`src/rtl/uart_cmd_pkg.sv`:
```
// Shared constants and types for the UART command sequencer.
// States are plain localparams so older tools and dumps show raw codes.
package uart_cmd_pkg;

  localparam logic [3:0] S_IDLE = 4'd0;
  localparam logic [3:0] S_CMD  = 4'd1;
  localparam logic [3:0] S_OPA  = 4'd2;
  localparam logic [3:0] S_OPB  = 4'd3;
  localparam logic [3:0] S_CHK  = 4'd4;
  localparam logic [3:0] S_EXEC = 4'd5;
  localparam logic [3:0] S_WAIT = 4'd6;
  localparam logic [3:0] S_TX   = 4'd7;
  localparam logic [3:0] S_PING = 4'd8;
  localparam logic [3:0] S_ERR  = 4'd9;

  localparam logic [7:0] SYNC      = 8'hA5;
  localparam logic [7:0] CMD_MUL   = 8'h01;
  localparam logic [7:0] CMD_PING  = 8'h02;
  localparam logic [7:0] PING_RESP = 8'h5A;
  localparam logic [7:0] NACK      = 8'hEE;

  typedef enum logic [1:0] {
    ERR_NONE     = 2'b00,
    ERR_TIMEOUT  = 2'b01,
    ERR_CHECKSUM = 2'b10,
    ERR_OPCODE   = 2'b11
  } err_code_t;

endpackage

```
`src/rtl/uart_cmd_timeout.sv`:
```
// Loadable down-counter; raises expire for one cycle when it runs out.
// A reload in the same cycle suppresses the expiry.
module uart_cmd_timeout #(
  parameter int CNT_W = 24
) (
  input  logic             clk,
  input  logic             rst,
  input  logic             reload,
  input  logic [CNT_W-1:0] load_value,
  output logic             expire
);

  logic [CNT_W-1:0] cnt_q, cnt_d;
  logic             expire_q, expire_d;

  always_comb begin
    cnt_d    = cnt_q;
    expire_d = 1'b0;
    if (reload) begin
      cnt_d = load_value;
    end else if (cnt_q != '0) begin
      cnt_d    = cnt_q - CNT_W'(1);
      expire_d = (cnt_q == CNT_W'(1));
    end
  end

  always_ff @(posedge clk or posedge rst) begin
    if (rst) begin
      cnt_q    <= '0;
      expire_q <= 1'b0;
    end else begin
      cnt_q    <= cnt_d;
      expire_q <= expire_d;
    end
  end

  assign expire = expire_q;

endmodule

```
`src/rtl/uart_cmd_sequencer.sv`:
```
// Parses framed multiply/ping requests from the UART byte stream, drives the
// multiplier core and streams a framed response (or NACK) to the TX sink.
module uart_cmd_sequencer
  import uart_cmd_pkg::*;
#(
  parameter int          OPERAND_W      = 16,
  parameter logic [7:0]  SYNC_BYTE      = SYNC,
  parameter logic [23:0] TIMEOUT_CYCLES = 24'd1000000
) (
  input  logic                   cmd_clock,
  input  logic                   cmd_reset,
  input  logic [7:0]             rx_data,
  input  logic                   rx_valid,
  output logic [OPERAND_W-1:0]   op_a,
  output logic [OPERAND_W-1:0]   op_b,
  output logic                   mul_start,
  input  logic                   mul_done,
  input  logic [2*OPERAND_W-1:0] mul_result,
  output logic [7:0]             tx_data,
  output logic                   tx_valid,
  input  logic                   tx_ready,
  output logic                   busy,
  output logic [1:0]             err_code
);

  localparam int N         = OPERAND_W / 8;
  localparam int RES_W     = 2 * OPERAND_W;
  localparam int RES_BYTES = 2 * N;
  localparam int CNT_W     = $clog2(2 * N + 2);

  localparam logic [CNT_W-1:0] LAST_OPND = CNT_W'(N - 1);
  localparam logic [CNT_W-1:0] LAST_TX   = CNT_W'(2 * N + 1);

  logic [3:0]           state_q, state_d;
  logic                 rx_valid_q, rx_valid_d;
  logic [CNT_W-1:0]     cnt_q, cnt_d;
  logic [7:0]           chk_q, chk_d;
  logic [OPERAND_W-1:0] stage_a_q, stage_a_d;
  logic [OPERAND_W-1:0] stage_b_q, stage_b_d;
  logic [OPERAND_W-1:0] op_a_q, op_a_d;
  logic [OPERAND_W-1:0] op_b_q, op_b_d;
  logic                 mul_start_q, mul_start_d;
  logic [RES_W-1:0]     result_q, result_d;
  logic [7:0]           tx_data_q, tx_data_d;
  logic                 tx_valid_q, tx_valid_d;
  err_code_t            err_q, err_d;

  logic                 rx_edge;
  logic                 tx_fire;
  logic                 tmo_reload;
  logic                 tmo_expire;
  logic                 resp_start;
  logic [CNT_W-1:0]     cnt_nxt;
  logic [7:0]           res_chk;
  logic [RES_W-1:0]     res_shift;

  assign rx_edge = rx_valid & ~rx_valid_q;
  assign tx_fire = tx_valid_q & tx_ready;
  assign cnt_nxt = cnt_q + CNT_W'(1);

  uart_cmd_timeout #(
    .CNT_W (24)
  ) u_timeout (
    .clk        (cmd_clock),
    .rst        (cmd_reset),
    .reload     (tmo_reload),
    .load_value (TIMEOUT_CYCLES),
    .expire     (tmo_expire)
  );

  // Response checksum and the result byte that follows the one on the wire.
  always_comb begin
    res_chk = '0;
    for (int i = 0; i < RES_BYTES; i++) begin
      res_chk = res_chk ^ result_q[i*8 +: 8];
    end
    res_shift = result_q >> (8 * (RES_BYTES - int'(cnt_nxt)));
  end

  always_comb begin
    state_d     = state_q;
    rx_valid_d  = rx_valid;
    cnt_d       = cnt_q;
    chk_d       = chk_q;
    stage_a_d   = stage_a_q;
    stage_b_d   = stage_b_q;
    op_a_d      = op_a_q;
    op_b_d      = op_b_q;
    mul_start_d = 1'b0;
    result_d    = result_q;
    tx_data_d   = tx_data_q;
    tx_valid_d  = tx_valid_q;
    err_d       = err_q;
    tmo_reload  = 1'b0;
    resp_start  = 1'b0;

    case (state_q)
      S_IDLE: begin
        if (rx_edge && rx_data == SYNC_BYTE) begin
          state_d    = S_CMD;
          tmo_reload = 1'b1;
        end
      end

      S_CMD: begin
        if (rx_edge) begin
          tmo_reload = 1'b1;
          chk_d      = rx_data;
          cnt_d      = '0;
          if (rx_data == CMD_MUL) begin
            state_d = S_OPA;
          end else if (rx_data == CMD_PING) begin
            state_d    = S_PING;
            resp_start = 1'b1;
          end else begin
            state_d    = S_ERR;
            err_d      = ERR_OPCODE;
            resp_start = 1'b1;
          end
        end else if (tmo_expire) begin
          state_d    = S_ERR;
          err_d      = ERR_TIMEOUT;
          resp_start = 1'b1;
        end
      end

      S_OPA: begin
        if (rx_edge) begin
          tmo_reload = 1'b1;
          chk_d      = chk_q ^ rx_data;
          stage_a_d  = (stage_a_q << 8) | OPERAND_W'(rx_data);
          if (cnt_q == LAST_OPND) begin
            cnt_d   = '0;
            state_d = S_OPB;
          end else begin
            cnt_d = cnt_nxt;
          end
        end else if (tmo_expire) begin
          state_d    = S_ERR;
          err_d      = ERR_TIMEOUT;
          resp_start = 1'b1;
        end
      end

      S_OPB: begin
        if (rx_edge) begin
          tmo_reload = 1'b1;
          chk_d      = chk_q ^ rx_data;
          stage_b_d  = (stage_b_q << 8) | OPERAND_W'(rx_data);
          if (cnt_q == LAST_OPND) begin
            cnt_d   = '0;
            state_d = S_CHK;
          end else begin
            cnt_d = cnt_nxt;
          end
        end else if (tmo_expire) begin
          state_d    = S_ERR;
          err_d      = ERR_TIMEOUT;
          resp_start = 1'b1;
        end
      end

      S_CHK: begin
        if (rx_edge) begin
          tmo_reload = 1'b1;
          if (rx_data == chk_q) begin
            state_d = S_EXEC;
          end else begin
            state_d    = S_ERR;
            err_d      = ERR_CHECKSUM;
            resp_start = 1'b1;
          end
        end else if (tmo_expire) begin
          state_d    = S_ERR;
          err_d      = ERR_TIMEOUT;
          resp_start = 1'b1;
        end
      end

      S_EXEC: begin
        op_a_d      = stage_a_q;
        op_b_d      = stage_b_q;
        mul_start_d = 1'b1;
        tmo_reload  = 1'b1;
        state_d     = S_WAIT;
      end

      S_WAIT: begin
        if (mul_done) begin
          result_d   = mul_result;
          err_d      = ERR_NONE;
          state_d    = S_TX;
          resp_start = 1'b1;
        end else if (tmo_expire) begin
          state_d    = S_ERR;
          err_d      = ERR_TIMEOUT;
          resp_start = 1'b1;
        end
      end

      // cnt_q indexes the byte currently presented; advance only on acceptance.
      S_TX: begin
        if (tx_fire) begin
          if (cnt_q == LAST_TX) begin
            tx_valid_d = 1'b0;
            tx_data_d  = '0;
            state_d    = S_IDLE;
          end else begin
            cnt_d     = cnt_nxt;
            tx_data_d = (cnt_nxt == LAST_TX) ? res_chk : res_shift[7:0];
          end
        end
      end

      S_PING: begin
        if (tx_fire) begin
          if (cnt_q == '0) begin
            cnt_d     = cnt_nxt;
            tx_data_d = PING_RESP;
          end else begin
            tx_valid_d = 1'b0;
            tx_data_d  = '0;
            state_d    = S_IDLE;
          end
        end
      end

      S_ERR: begin
        if (tx_fire) begin
          if (cnt_q == '0) begin
            cnt_d     = cnt_nxt;
            tx_data_d = NACK;
          end else if (cnt_q == CNT_W'(1)) begin
            cnt_d     = cnt_nxt;
            tx_data_d = {6'b0, err_q};
          end else begin
            tx_valid_d = 1'b0;
            tx_data_d  = '0;
            state_d    = S_IDLE;
          end
        end
      end

      default: begin
        state_d = S_IDLE;
      end
    endcase

    if (resp_start) begin
      tx_valid_d = 1'b1;
      tx_data_d  = SYNC_BYTE;
      cnt_d      = '0;
    end
  end

  always_ff @(posedge cmd_clock or posedge cmd_reset) begin
    if (cmd_reset) begin
      state_q     <= S_IDLE;
      rx_valid_q  <= 1'b0;
      cnt_q       <= '0;
      chk_q       <= '0;
      stage_a_q   <= '0;
      stage_b_q   <= '0;
      op_a_q      <= '0;
      op_b_q      <= '0;
      mul_start_q <= 1'b0;
      result_q    <= '0;
      tx_data_q   <= '0;
      tx_valid_q  <= 1'b0;
      err_q       <= ERR_NONE;
    end else begin
      state_q     <= state_d;
      rx_valid_q  <= rx_valid_d;
      cnt_q       <= cnt_d;
      chk_q       <= chk_d;
      stage_a_q   <= stage_a_d;
      stage_b_q   <= stage_b_d;
      op_a_q      <= op_a_d;
      op_b_q      <= op_b_d;
      mul_start_q <= mul_start_d;
      result_q    <= result_d;
      tx_data_q   <= tx_data_d;
      tx_valid_q  <= tx_valid_d;
      err_q       <= err_d;
    end
  end

  assign op_a      = op_a_q;
  assign op_b      = op_b_q;
  assign mul_start = mul_start_q;
  assign tx_data   = tx_data_q;
  assign tx_valid  = tx_valid_q;
  assign busy      = (state_q != S_IDLE);
  assign err_code  = err_q;

endmodule
```
`config.mk`:
```
export PLATFORM = sky130hd
export DESIGN_NAME = uart_cmd_sequencer
export DESIGN_NICKNAME = d
export VERILOG_FILES = /design/src/rtl/uart_cmd_pkg.sv /design/src/rtl/uart_cmd_timeout.sv /design/src/rtl/uart_cmd_sequencer.sv
export SDC_FILE = /design/constraint.sdc
export NUM_CORES = 1
export LEC_CHECK = 0
export CORE_AREA = 2 2 130 132
export CTS_BUF_LIST = sky130_fd_sc_hd__clkbuf_8
export DETAILED_ROUTE_END_ITERATION = 8
export DIE_AREA = 0 0 132 134
export MAX_ROUTING_LAYER = met4
export PLACE_DENSITY = 0.75
export SLEW_MARGIN = 40
export SYNTH_ARGS = -nofsm -noshare
export SYNTH_HDL_FRONTEND = slang
export SYNTH_SLANG_ARGS = --single-unit
```
`constraint.sdc`:
```
create_clock -name cmd_clock -period 7.5 [get_ports cmd_clock]
set_input_delay 1.5 -clock cmd_clock [delete_from_list [all_inputs] [get_ports cmd_clock]]
set_output_delay 1.5 -clock cmd_clock [all_outputs]
set_load 0.01 [all_outputs]
```
==> metrics.txt, run 1 <==
vias in the first global route 5205; die width 132 um; Slew @ Worst Pin 807 ps; synth warn 0; crit path max fanout 21; EDFF count, synth 0; syn_nets ~670; Static Leak around 3.8 nW; DIE HEIGHT 134 um; All-Layer GR Usage 0.187; Worst Path Required 6000 ps; crit path kind reg2out; # setup viols final 0; Cells after Synth 617; RSZ-0062 raised after global routing no; clock latency on the worst-skew pair 460 ps; Critical Path AT 2220 ps; drt wl/cell about 16 um; startpoint types flop; # DRC 0; power per cell area 330 mW/mm^2; largest net degree at the start of global routing 79; Num Clock Sinks 149; Max Slew Vio Count 0; min cycle time layout 3720 ps; die area 0.0177 mm^2; Detailed Routing Iterations Pass 1 5; Max Cap Viol 0; fin cells 936; CTS tree built; Rel. slew slack 0.461; maximum VDD drop 0.000209 V; Placed Cells 905; port bufs 89; diodes inserted 0; Initial Utilization 0.444; H-Tree Depth 4; GP Congestion 0.899; Num CTS Buffers 17; clock root buffer clkbuf_8; Post-DRT Antenna Nets 0; layout cells sized above 1 0.212; CTS Hold Bufs 0; final worst path period share 0.496; Placed Area between 0.008 and 0.009 mm^2; Final Power 2.89 mW; drt initial violations about 330; Achievable Freq 269 MHz; Core Area 0.0163 mm^2; Vias just over 5000; clock buffer depth 2; first-pass GRT wire length 25.6 mm; Post-Layout Inst Area 0.00873 mm^2; CTS resizes 0; Synth cell types 63; outcome completed; GRT Residual Overflow 0; synthesized area per cell between 10 and 15 um^2; Hold Vio Cnt, Final 0; TNS Setup 0 ps; clk slew on worst S/H paths 80 ps; worst hold path class reg2reg; # nets final 756; post-DP HPWL 10.9 mm; num rows 47; ys flop type dfrtp_1; initial antenna violation count 0; Synth Cell Area 0.00723 mm^2; WL final 15.3 mm; Area growth syn-to-layout 20.7%; IO Pins 90; Clock Skews 10.9 ps; flops & latches, synth between 100 and 150; ys async rst share 1.00; Worst Setup End Kind output pin; Core Util, Final 0.536; Vias/cell approximately 5.4; Seq/Total Area, Yosys 0.515; post-CTS setup buffers 0
==> registers in the layout, indices dropped and copies added (netlist names) <==
register,flops
cnt_q,3
tx_data,8
u_timeout.cnt_q,24
mul_start,1
stage_b_q,16
tx_valid,1
op_b,16
op_a,16
chk_q,8
stage_a_q,16
u_timeout.expire,1
state_q,4
err_code,2
rx_valid_q,1
result_q,32
==> stage by stage <==
step	hold WS (ps)	setup slack, ps
global route	525	3640
global placement	481	3430
detailed placement	490	3410
floorplan	474	1990
finish	505	3780
CTS	508	3730
==> path summary, 6_finish.rpt <==
check,slack (ps),endpoint,start,cells past startpoint
min in group asynchronous,1510,chk_q[3],cmd_reset,2
worst min register to register,500,stage_a_q[11],stage_a_q[11],1
worst max register to register,4670,tx_data[4],cnt_q[0],7
max in group asynchronous,4860,result_q[12],cmd_reset,3
worst max-delay path,3780,busy,state_q[1],3
worst min-delay path,500,stage_a_q[11],stage_a_q[11],1
==> layout make-up <==
cell class                      instances  area (um^2)
Fill cell                            1429         7560
Sequential cell                       149         3730
Multi-Input combinational cell        430         3370
Timing Repair Buffer                   94          932
Tap cell                              220          275
Clock buffer                           17          234
Clock inverter                         14          140
Inverter                               12         50.0
==> Yosys cell counts (3+ instances only) <==
library cell	number	area, um^2
ha_1	7	87.6
a21oi_1	21	105
nand3_1	7	35.0
and3_1	3	18.8
nor3_1	7	35.0
xor2_1	26	228
nand2_1	48	180
a221oi_1	3	26.3
nor2b_1	8	50.1
nor2_1	55	206
inv_1	11	41.3
o21a_1	3	22.5
a311oi_1	4	35.0
dfrtp_1	149	3730
o211ai_1	3	22.5
buf_2	6	30.0
mux4_2	8	180
mux2_2	96	1080
nor4_1	11	68.8
clkbuf_1	17	63.8
nor3b_1	4	30.0
nand2b_1	9	56.3
a211oi_1	6	45.0
o22ai_1	4	25.0
a21o_1	4	30.0
nand4_1	3	18.8
xnor2_1	32	280
a31oi_1	3	18.8
o21ai_0	13	65.1
==> per-layer routing <==
layer  vias to the layer above  wire length (um)  GRT usage
met1                      2540              6650      0.219
met3                        26               636     0.0442
met2                       140              7750      0.311
met5                         -                 0          -
li1                       2375                 -          -
met4                         0               294     0.0737
==> worst max-delay path, cell delays in order, from the launching register on <==
cell,delay [ps]
dfrtp_1,790
nor2_1,270
nand2_1,160
clkdlybuf4s50_1,550
==> power by group <==
| part | internal, mW | total (mW) | switching [mW] |
|---|---|---|---|
| combinational | 0.547 | 1.06 | 0.517 |
| sequential | 1.02 | 1.23 | 0.215 |
| clock | 0.290 | 0.588 | 0.298 |
| total | 1.85 | 2.89 | 1.03 |
==> cell usage in the layout (no fill, tap or decap), types with 6 or more instances in the layout <==
| cell | instances |
|---|---|
| nand2b_1 | 9 |
| a21oi_1 | 20 |
| nor3_1 | 7 |
| a211oi_1 | 6 |
| o21ai_0 | 13 |
| nor4_1 | 11 |
| ha_1 | 7 |
| nor2_1 | 54 |
| xor2_1 | 26 |
| clkdlybuf4s50_1 | 89 |
| mux4_2 | 8 |
| mux2_2 | 96 |
| xnor2_1 | 32 |
| dfrtp_1 | 149 |
| inv_1 | 11 |
| nor2b_1 | 8 |
| clkbuf_8 | 17 |
| nand2_1 | 48 |
| nand3_1 | 7 |
==> kinds of logic (layout without fill, tap and decap cells) <==
kind of cell,after synthesis,after routing,synth area share
compound gates,85,85,0.0830
xor+xnor,58,58,0.0702
fa+ha+maj,7,7,0.0121
buf+inv,38,137,0.0218
flops,149,149,0.515
mux,105,105,0.176
simple gates,175,175,0.122
Power figures use the tool's default switching activity.
==> run 2: changes to the inputs <==
- clock period: 7.5 -> 3.5 ns (I/O delays scaled with it)
==> run 2 against run 1 <==
Count of clock-buffer cells in the layout rose by 2. Routed wire length rose by 3.6%. Sequential power rose by 110%. Global-route usage rose by 0.78 points. First-iteration DRC count fell by 2.4%. Worst setup slack got worse by 3200 ps. Combinational power rose by 120%. Non-clock buffer count rose by 8. Critical endpoint unchanged. Largest power group unchanged.
==> metrics.txt, run 2 (synthesis results as in run 1) <==
worst r2r src state_q[3] (was cnt_q[0]); fill count 1406 (was 1429); commonest non-fill, non-tap cell in the layout dfrtp_1 (unchanged); FF-to-FF path depth 5 (was 7); IO Pins 90 (unchanged); max FFs per register 32 (unchanged); Worst Path Required 2800 ps (was 6000 ps); diodes inserted 0 (unchanged); die area 0.0177 mm^2 (unchanged); Num Clock Sinks 149 (unchanged); drt wl/cell 16.8 um (was 16.4 um); layout cells sized above 1 0.222 (was 0.212); CTS tree built (unchanged); first-pass GRT wire length 26.6 mm (was 25.6 mm); Vias 5195 (was 5081); Achievable Freq between 300 and 400 MHz; clock buffer depth 2 (unchanged); clock latency on the worst-skew pair 460 ps (about the same); Critical Path AT 2220 ps (about the same); Area growth syn-to-layout 22.7% (was 20.7%); Core Area 0.0163 mm^2 (unchanged); Clock Skews 8.47 ps (was 10.9 ps); sequential share of power 0.410 (was 0.427); worst r2r dst cnt_q[2] (was tx_data[4]); # DRC 0 (unchanged); combinational share of power 0.366 (was 0.369); WL final 15.9 mm (was 15.3 mm); startpoint types flop (unchanged); slowest CP cell dfrtp_1 (unchanged); DIE HEIGHT 134 um (unchanged); most frequent cells in the layout dfrtp_1, mux2_2, clkdlybuf4s50_1 (unchanged); Vias/cell 5.50 (was 5.43); H-Tree Depth 4 (unchanged); final worst path period share 0.834; min-delay src stage_b_q[10] (was stage_a_q[11]); Slew @ Worst Pin 717 ps (was 807 ps); hold path depth 1 (unchanged); Placed Cells 912 (was 905); post-DP HPWL 11.1 mm (was 10.9 mm); GRT Residual Overflow 0 (unchanged); port bufs 89 (unchanged); fin cells 945 (was 936); clk slew on worst S/H paths 80 ps (about the same); Core Util, Final 0.545 (was 0.536); Worst Hold End op_b[10] (was stage_a_q[11]); Biggest register result_q (unchanged); Net Sw Power 2.28 mW (was 1.03 mW); RSZ-0062 raised after global routing no (unchanged); Static Leak 3.90 nW (was 3.82 nW); Max Slew Vio Count 0 (unchanged); crit path max fanout 21 (unchanged); top flop regs result_q: 32 flops, u_timeout.cnt_q: 24 flops (unchanged); CP peak stage delay 790 ps (about the same); Clock power frac 0.224 (was 0.204); drt initial violations 320 (was 328); power per cell area 722 mW/mm^2 (was 330 mW/mm^2); area of the multi-input gates 0.00336 mm^2 (was 0.00337 mm^2); outcome completed (unchanged); GP Congestion 0.920 (was 0.899); min cycle time layout 2920 ps; Rel. slew slack 0.522 (was 0.461); Worst Setup End Kind output pin (unchanged); Post-DRT Antenna Nets 0 (unchanged); clock root buffer clkbuf_8 (unchanged); initial antenna violation count 0 (unchanged); CTS Hold Bufs 0 (unchanged); Num CTS Buffers 17 (unchanged); Int Pwr 4.13 mW (was 1.85 mW); cell breakdown of the critical path nor2_1 > nand2_1 > clkdlybuf4s50_1 (unchanged); # setup viols final 0 (unchanged); largest net degree at the start of global routing 150 (was 79); # nets final 764 (was 756); post-CTS setup buffers 0 (unchanged); TNS Setup 0 ps (unchanged); vias in the first global route 5237 (was 5205); Hold Vio Cnt, Final 0 (unchanged); worst slack at placement 419 ps (was 3410 ps); reg2reg setup slack 930 ps (was 4670 ps); crit path kind reg2out (unchanged); Detailed Routing Iterations Pass 1 5 (unchanged); fin worst setup slack 581 ps (was 3780 ps); worst hold path class reg2reg (unchanged); Final Power 6.41 mW (was 2.89 mW); num rows 47 (unchanged); Initial Utilization 0.444 (unchanged); Sw Share 0.356 (was 0.357); Max Cap Viol 0 (unchanged); CTS resizes 0 (unchanged); Register Area 0.00373 mm^2 (unchanged); maximum VDD drop 0.000273 V (was 0.000209 V); All-Layer GR Usage 0.194 (was 0.187); die width 132 um (unchanged)
## run 2: cell count changes in the layout (fill, tap and decap cells not counted), sizes merged
| cell | before | now |
|---|---|---|
| clkbuf | 17 | 19 |
| clkinvlp | 4 | 3 |
| inv | 13 | 15 |
| bufinv | 2 | 3 |
| buf | 5 | 13 |
| clkinv | 7 | 4 |
## run 2: layout make-up
type,count,area share
Clock buffer,19,0.0295
Clock inverter,13,0.0193
Inverter,12,0.00550
Multi-Input combinational cell,430,0.378
Sequential cell,149,0.420
Tap cell,220,0.0310
Timing Repair Buffer,102,0.116
## run 2: through the flow
stage / cell area, um^2 / hold WS [ps]
2_1_floorplan: 7240 / 474
3_3_place_gp: 8420 / 483
3_5_place_dp: 8420 / 493
4_1_cts: 8850 / 512
5_1_grt: 8880 / 524
6_report: 8880 / 507
## run 2: critical path, delay by kind of cell (launching register included)
family / cells / cell delay (ps)
buffers and inverters: 1 / 540
and+or+nand+nor: 2 / 420
DFF: 1 / 790
## run 2: power by group through the flow
stage / registers (mW) / logic, mW / clock network, mW
floorplan: 2.53 / 1.60 / 0
global placement: 2.62 / 2.27 / 0
detailed placement: 2.66 / 2.34 / 0
CTS: 2.62 / 2.36 / 1.48
global route: 2.69 / 2.58 / 1.56
finish: 2.63 / 2.35 / 1.44
## run 2: worst max-delay path by stage
stage,endpoint,cells after the start,from
detailed placement,tx_data[2],7,rx_data[3]
CTS,busy,3,state_q[1]
global route,busy,3,state_q[1]
global placement,err_code[1],7,rx_valid
finish,busy,3,state_q[1]
floorplan,tx_data[4],9,cnt_q[0]
## run 2: layer usage
layer,routed length [um],up-vias,track usage
met2,8020,164,0.319
li1,-,2399,-
met4,275,0,0.0725
met3,735,25,0.0397
met1,6850,2607,0.239
met5,0,-,-
